<file path="src/rtl/w5300_sock_opener_pkg.sv">
// Shared W5300 register map, enums and helpers for the UDP socket opener.
// W5300_SOCK_IMR_EN adds the WR_IMR state to the sequencer enum.
package w5300_sock_opener_pkg;

    typedef enum logic {ADDR_OP_WR = 1'b0, ADDR_OP_RD = 1'b1} addr_operation_e;

    typedef enum logic [2:0] {
        SOCKET_0, SOCKET_1, SOCKET_2, SOCKET_3,
        SOCKET_4, SOCKET_5, SOCKET_6, SOCKET_7
    } socket_e;

    // Socket 0 register offsets; socket n sits 0x40*n above these.
    localparam logic [9:0] SN_MR     = 10'h200;
    localparam logic [9:0] SN_CR     = 10'h202;
    localparam logic [9:0] SN_IMR    = 10'h204;
    localparam logic [9:0] SN_SSR    = 10'h208;
    localparam logic [9:0] SN_PORTR  = 10'h20A;
    localparam logic [9:0] SN_DPORTR = 10'h212;
    localparam logic [9:0] SN_DIPR0  = 10'h214;
    localparam logic [9:0] SN_DIPR2  = 10'h216;

    localparam logic [15:0] MR_UDP   = 16'h0002;
    localparam logic [15:0] CR_OPEN  = 16'h0001;
    localparam logic [15:0] CR_CLOSE = 16'h0010;
    localparam logic [15:0] IMR_MASK = 16'h001C;

    localparam logic [7:0] SN_SSR_SOCK_UDP = 8'h22;

    typedef enum logic [3:0] {
        ST_IDLE,
        ST_WR_MR,
        ST_WR_PORT,
        ST_WR_DIP0,
        ST_WR_DIP2,
        ST_WR_DPORT,
        ST_WR_OPEN,
        ST_RD_SSR,
`ifdef W5300_SOCK_IMR_EN
        ST_WR_IMR,
`endif
        ST_WR_CLOSE,
        ST_DONE
    } opener_state_e;

    typedef enum logic {ACC_IDLE, ACC_REQ} acc_state_e;

    function automatic logic [9:0] sock_reg_addr(input logic [9:0] offset, input logic [2:0] n);
        return offset + ({7'd0, n} << 6);
    endfunction

endpackage

</file>
<file path="src/rtl/w5300_sock_opener_reg_access.sv">
// Register-port master: holds op/addr/wdata for the whole req..ack window and
// turns a go pulse into one request, reporting completion with a done pulse.
module w5300_reg_access_fsm
    import w5300_sock_opener_pkg::*;
(
    input  logic            clk,
    input  logic            rst,
    input  logic            go,
    input  addr_operation_e op,
    input  logic [9:0]      addr,
    input  logic [15:0]     wdata,
    output logic            done,
    output acc_state_e      acc_state,
    output logic            reg_req,
    output logic            reg_op,
    output logic [9:0]      reg_addr,
    output logic [15:0]     reg_wdata,
    input  logic            reg_ack
);

    acc_state_e next_state;
    logic       op_q;
    logic [9:0] addr_q;
    logic [15:0] wdata_q;

    always_ff @(posedge clk or posedge rst) begin
        if (rst) begin
            acc_state <= ACC_IDLE;
            op_q      <= 1'b0;
            addr_q    <= 10'd0;
            wdata_q   <= 16'd0;
        end else begin
            acc_state <= next_state;
            if (acc_state == ACC_IDLE && go) begin
                op_q    <= op;
                addr_q  <= addr;
                wdata_q <= wdata;
            end
        end
    end

    // A request is only raised a clock after go, so the idle cycle following
    // each ack is the mandatory low gap on reg_req.
    always_comb begin
        next_state = acc_state;
        done       = 1'b0;
        case (acc_state)
            ACC_IDLE: if (go) next_state = ACC_REQ;
            ACC_REQ: begin
                if (reg_ack) begin
                    done       = 1'b1;
                    next_state = ACC_IDLE;
                end
            end
            default: next_state = ACC_IDLE;
        endcase
    end

    assign reg_req   = (acc_state == ACC_REQ);
    assign reg_op    = op_q;
    assign reg_addr  = addr_q;
    assign reg_wdata = wdata_q;

endmodule

</file>
<file path="src/rtl/w5300_sock_opener.sv">
// UDP socket bring-up sequencer for the W5300: programs and opens sockets
// 0..NUM_SOCKETS-1 in turn. W5300_SOCK_IMR_EN adds a Sn_IMR write after each open.
module w5300_sock_opener
    import w5300_sock_opener_pkg::*;
#(
    parameter int          NUM_SOCKETS   = 2,
    parameter logic [15:0] SRC_PORT_BASE = 16'd5000,
    parameter int          POLL_LIMIT    = 1000
) (
    input  logic                   clk,
    input  logic                   rst,
    input  logic                   start,
    input  logic [31:0]            dst_ip,
    input  logic [15:0]            dst_port,
    output logic                   reg_req,
    output logic                   reg_op,
    output logic [9:0]             reg_addr,
    output logic [15:0]            reg_wdata,
    input  logic                   reg_ack,
    input  logic [15:0]            reg_rdata,
    output logic                   busy,
    output logic                   done,
    output logic [NUM_SOCKETS-1:0] sock_open,
    output logic [NUM_SOCKETS-1:0] sock_err,
    output opener_state_e          fsm_state
);

    localparam int PW = $clog2(POLL_LIMIT + 1);
    localparam logic [PW-1:0] POLL_LAST = PW'(POLL_LIMIT - 1);
    localparam socket_e SOCK_LAST = socket_e'(3'(NUM_SOCKETS - 1));

    opener_state_e    state, next_state, adv_state;
    socket_e          sock_idx;
    logic [PW-1:0]    poll_cnt;
    logic [31:0]      ip_q;
    logic [15:0]      port_q;
    logic             go, acc_done, start_ok, hit, poll_out;
    addr_operation_e  op;
    logic [9:0]       offset;
    logic [15:0]      wdata;
    acc_state_e       acc_state;
    logic [NUM_SOCKETS-1:0] sock_bit;

    assign start_ok  = start && (state == ST_IDLE || state == ST_DONE);
    assign hit       = (reg_rdata & 16'h00FF) == {8'h00, SN_SSR_SOCK_UDP};
    assign poll_out  = (poll_cnt == POLL_LAST);
    assign sock_bit  = NUM_SOCKETS'(1) << sock_idx;
    assign busy      = (state != ST_IDLE) && (state != ST_DONE);
    assign go        = busy && (acc_state == ACC_IDLE);
    assign fsm_state = state;
    // Moving on to the next socket is decided in the cycle of the final ack,
    // so back-to-back sockets keep the two-cycle access rhythm.
    assign adv_state = (sock_idx == SOCK_LAST) ? ST_DONE : ST_WR_MR;

    always_comb begin
        next_state = state;
        op         = ADDR_OP_WR;
        offset     = SN_MR;
        wdata      = 16'h0000;
        case (state)
            ST_IDLE, ST_DONE: if (start_ok) next_state = ST_WR_MR;
            ST_WR_MR: begin
                wdata = MR_UDP;
                if (acc_done) next_state = ST_WR_PORT;
            end
            ST_WR_PORT: begin
                offset = SN_PORTR;
                wdata  = SRC_PORT_BASE + {13'd0, sock_idx};
                if (acc_done) next_state = ST_WR_DIP0;
            end
            ST_WR_DIP0: begin
                offset = SN_DIPR0;
                wdata  = ip_q[31:16];
                if (acc_done) next_state = ST_WR_DIP2;
            end
            ST_WR_DIP2: begin
                offset = SN_DIPR2;
                wdata  = ip_q[15:0];
                if (acc_done) next_state = ST_WR_DPORT;
            end
            ST_WR_DPORT: begin
                offset = SN_DPORTR;
                wdata  = port_q;
                if (acc_done) next_state = ST_WR_OPEN;
            end
            ST_WR_OPEN: begin
                offset = SN_CR;
                wdata  = CR_OPEN;
                if (acc_done) next_state = ST_RD_SSR;
            end
            ST_RD_SSR: begin
                op     = ADDR_OP_RD;
                offset = SN_SSR;
                if (acc_done) begin
                    if (hit) begin
`ifdef W5300_SOCK_IMR_EN
                        next_state = ST_WR_IMR;
`else
                        next_state = adv_state;
`endif
                    end else if (poll_out) begin
                        next_state = ST_WR_CLOSE;
                    end
                end
            end
`ifdef W5300_SOCK_IMR_EN
            ST_WR_IMR: begin
                offset = SN_IMR;
                wdata  = IMR_MASK;
                if (acc_done) next_state = adv_state;
            end
`endif
            ST_WR_CLOSE: begin
                offset = SN_CR;
                wdata  = CR_CLOSE;
                if (acc_done) next_state = adv_state;
            end
            default: next_state = ST_IDLE;
        endcase
    end

    always_ff @(posedge clk or posedge rst) begin
        if (rst) begin
            state     <= ST_IDLE;
            sock_idx  <= SOCKET_0;
            poll_cnt  <= '0;
            ip_q      <= 32'd0;
            port_q    <= 16'd0;
            sock_open <= '0;
            sock_err  <= '0;
            done      <= 1'b0;
        end else begin
            state <= next_state;
            done  <= (next_state == ST_DONE) && (state != ST_DONE);
            if (start_ok) begin
                ip_q      <= dst_ip;
                port_q    <= dst_port;
                sock_open <= '0;
                sock_err  <= '0;
                sock_idx  <= SOCKET_0;
                poll_cnt  <= '0;
            end else if (acc_done) begin
                if (state == ST_RD_SSR) begin
                    if (hit) sock_open <= sock_open | sock_bit;
                    else if (poll_out) sock_err <= sock_err | sock_bit;
                    else poll_cnt <= poll_cnt + 1'b1;
                end
                if (next_state == ST_WR_MR) begin
                    sock_idx <= socket_e'(sock_idx + 3'd1);
                    poll_cnt <= '0;
                end
            end
        end
    end

    w5300_reg_access_fsm u_access (
        .clk       (clk),
        .rst       (rst),
        .go        (go),
        .op        (op),
        .addr      (sock_reg_addr(offset, sock_idx)),
        .wdata     (wdata),
        .done      (acc_done),
        .acc_state (acc_state),
        .reg_req   (reg_req),
        .reg_op    (reg_op),
        .reg_addr  (reg_addr),
        .reg_wdata (reg_wdata),
        .reg_ack   (reg_ack)
    );

endmodule
</file>
<file path="config.mk">
export PLATFORM = sky130hd
export DESIGN_NAME = w5300_sock_opener
export DESIGN_NICKNAME = d
export VERILOG_FILES = /design/src/rtl/w5300_sock_opener_pkg.sv /design/src/rtl/w5300_sock_opener_reg_access.sv /design/src/rtl/w5300_sock_opener.sv
export SDC_FILE = /design/constraint.sdc
export NUM_CORES = 1
export LEC_CHECK = 0
export CAP_MARGIN = 20
export CELL_PAD_IN_SITES_DETAIL_PLACEMENT = 0
export CELL_PAD_IN_SITES_GLOBAL_PLACEMENT = 1
export CORE_ASPECT_RATIO = 1.4
export CORE_MARGIN = 2
export CORE_UTILIZATION = 37
export DETAILED_ROUTE_END_ITERATION = 8
export GPL_TIMING_DRIVEN = 0
export HOLD_SLACK_MARGIN = 0.02
export PLACE_DENSITY = 0.81
export SYNTH_ARGS = -nofsm -noshare
export SYNTH_HDL_FRONTEND = slang
export SYNTH_SLANG_ARGS = --single-unit
</file>
<file path="constraint.sdc">
create_clock -name clk -period 3.98 [get_ports clk]
set_input_delay 0.796 -clock clk [delete_from_list [all_inputs] [get_ports clk]]
set_output_delay 0.796 -clock clk [all_outputs]
set_load 0.01 [all_outputs]
</file>
==> run_results.csv <==
group,metric,value,unit
status,status,"finished, final reports clean",
power,switching_share,0.354,
logic_synthesis,async_flop_share,1.00,
worst_setup_path,worstPathRequired,4.21,ns
grt,overflow,0,
power,max-vdd-ir-drop,0.000286,V
worst_setup_path,rrSetupSlack,1.43,ns
timing,fin_crit_sh,0.700,
worst_setup_path,path_max_fanout,10,
timing,slew_headroom,0.314,
grt,grt_max_degree,76,
timing,skew,0.00782,ns
layout,drive_gt1_frac,0.0572,
timing,period_needed,2.79,ns
die,die_h,135,µm
placed_design,post-dp-hpwl,9.60,mm
timing,setup_viol,0,
timing,rsz0062_at_grt,"false",
worst_setup_path,crit_type,"input pin to register",
cts,cts_buffers,9,
layout,multi_input_area,1980,µm²
logic_synthesis,synth.distinct_cells,56,
layout,fillers,1116,
layout,fin_nets,696,
logic_synthesis,ys_seq_elements,96,
cts,cts_tree,"done",
power,internal-power,2.55,mW
logic_synthesis,yosys.area.top_type,"dfrtp_1",
placed_design,dpl_cell_area,5730,µm²
detailed_routing,drt_wl_total,13.1,mm
logic_synthesis,synth_enable_flop_cells,0,
worst_setup_path,endpoint_kind,"register",
die,rows,47,
detailed_routing,drc,0,
logic_synthesis,synth-seq-area-share,0.528,
cts,cts_root_buf,"clkbuf_16",
layout,finish.utilization,0.507,
logic_synthesis,syn_avg_cell_area,8.82,µm²
cts,ctsHoldBuffers,0,
timing,worstMarginPinSlew,1.02,ns
min_path,worstHoldPathType,"register to register",
detailed_routing,detail_route.vias_per_cell,5.26,
layout,area_delta_synth_final,32.9,%
die,io_pins,106,
placed_design,placedCellCount,761,
power,p_leak,2.73,nW
power,p_comb_frac,0.346,
detailed_routing,drt_iter0_markers,269,
timing,max_freq,359,MHz
detailed_routing,ant_nets,0,
die,die_area,13200,µm²
timing,finalHoldViolations,0,
flow_run,maxCapViolCount,0,
cts,post_cts_buffers,0,
worst_setup_path,arrival,3.01,ns
grt,grt_pass1_vias,4073,
placed_design,port_buffers,95,
cts,cts_resized,0,
layout,ff_latch_area,2400,µm²
power,switchingPower,1.40,mW
placed_design,gp_congestion,0.815,
layout,antenna_cells,0,
logic_synthesis,ys_top_cells_by_area,"dfrtp_1 53%, nand2_1 15%, o21ai_0 3.8%, nor2_1 2.9%, a222oi_1 2.0%",
grt,grt_usage,0.201,
die,core-area,11900,µm²
logic_synthesis,yosys_warnings,0,
power,power,3.95,mW
die,die_w,97.8,µm
logic_synthesis,syn_inst,516,
timing,drv_slew,0,
detailed_routing,drt-pass1-iter-count,6,
grt,antenna_found_initial,0,
power,p_clk_frac,0.238,
detailed_routing,vias,4085,
layout,stdcell_count,776,
power,power_density,652,nW/µm²
cts,cts_buffer_depth,2,
logic_synthesis,synthFlopType,"dfrtp_1",
cts,clock_sinks,96,
cts,clk_latency,0.35,ns
detailed_routing,post_drt_wl_per_cell,16.8,µm
logic_synthesis,yosysTopAreaCellShare,0.528,
cts,path_clk_slew,0.07,ns
worst_setup_path,startpoint_type,"input pin",
logic_synthesis,syn_area,4550,µm²
power,seqPwrFrac,0.416,
layout,post-route-cell-area,6050,µm²
grt,grt_pass1_wl,20.9,mm
die,start_util,0.381,
cts,h-tree-depth,3,
power groups by stage:
stage / Clock, mW / Combinational (mW) / Sequential [mW]
after floorplan: 0 / 0.825 / 1.62
after global placement: 0 / 1.33 / 1.64
after detailed placement: 0 / 1.36 / 1.66
after CTS: 0.948 / 1.37 / 1.64
after global routing: 1.00 / 1.51 / 1.69
final: 0.938 / 1.37 / 1.64
per-stage QoR:
step                setup TNS (ns)  worst slack (ns)  hold WS [ns]
floorplan                        0             0.679         0.445
global placement            -72.64            -0.767         0.452
detailed placement               0             0.826         0.451
CTS                              0              1.19         0.471
global route                     0              1.06         0.494
finish                           0              1.19         0.464
logic make-up (layout without fill, tap and decap cells):
family,count (synthesis),in the layout,synth area share
AND/OR/NAND/NOR,269,269,0.260
AO/OA/AOI/OAI,98,98,0.146
adder cells (fa/ha/maj),3,3,0.00824
flip-flops,96,96,0.528
multiplexers,4,4,0.00934
other,1,2,0.000824
buffers and inverters,40,152,0.0387
XOR/XNOR,5,5,0.00962
state kept, by name, indices dropped and copies added, names as in the netlist, 2 cells and up:
name,count
sock_idx,3
u_access.reg_addr,8
u_access.reg_wdata,16
poll_cnt,10
fsm_state,4
sock_open,2
port_q,16
ip_q,32
sock_err,2
cell type report:
cell class	count	area share
multi-input cells	381	0.327
repair buffers	97	0.163
clock buffers	11	0.0401
clock inverters	4	0.0128
inverters	9	0.00600
well taps	147	0.0304
plain buffers	31	0.0236
flip-flops and latches	96	0.397
path summary, 6_finish.rpt:
path,cells past startpoint,to,from
worst max-delay path,8,poll_cnt[4],reg_rdata[4]
worst min-delay path,1,u_access.reg_addr[9],u_access.reg_addr[9]
worst max register to register,6,u_access.reg_wdata[5],fsm_state[3]
worst min register to register,1,u_access.reg_addr[9],u_access.reg_addr[9]
max in group asynchronous,3,ip_q[7],rst
min in group asynchronous,2,u_access.reg_addr[2],rst
layout by cell type, fill, tap and decap left out, types with 2 or more instances in the layout:
master,n
nor3b_1,4
a222oi_1,9
nor4b_4,2
a31oi_1,5
or3_1,3
and3_1,4
nor2b_1,3
ha_1,3
o211ai_1,2
o22ai_1,2
xnor2_1,4
nor2_1,35
clkbuf_16,9
a221oi_1,2
nand4_1,4
nand3_1,7
clkbuf_1,19
buf_2,6
buf_4,4
nor3_1,13
dfrtp_1,96
buf_1,3
a211oi_1,6
nor4_1,3
nand2b_1,5
mux2_2,2
a21oi_1,16
mux2i_1,2
bufinv_16,2
a22o_1,6
inv_1,8
o21ai_0,35
clkdlybuf4s50_1,95
nor4b_1,2
conb_1,2
nand2_1,178
critical path: stages:
cell	delay [ns]
clkdlybuf4s50_1	0.44
nor4b_4	0.34
nand2_2	0.18
o31a_1	0.36
a311oi_4	0.44
and2_4	0.24
buf_6	0.14
o21ai_0	0.09
routing by layer:
layer	global-route usage	up-vias	share of wire
li1	-	1975	-
met1	0.242	1953	0.41
met2	0.357	137	0.52
met3	0.0382	20	0.048
met4	0.0748	0	0.021
met5	0	-	0
synth_stat cells (all sizes together) (3+ instances only):
master,count
nor2,35
a222oi,9
or3,3
a21oi,16
o21ai,36
nor3,13
xnor2,4
clkbuf,18
nor3b,4
a31oi,5
a211oi,6
nor4b,4
ha,3
nand2b,5
nor2b,3
a22o,6
inv,9
nand4,4
dfrtp,96
nor4,3
nand3,7
and3,4
buf,13
nand2,179
No activity file was read; power rests on OpenSTA's default activity.
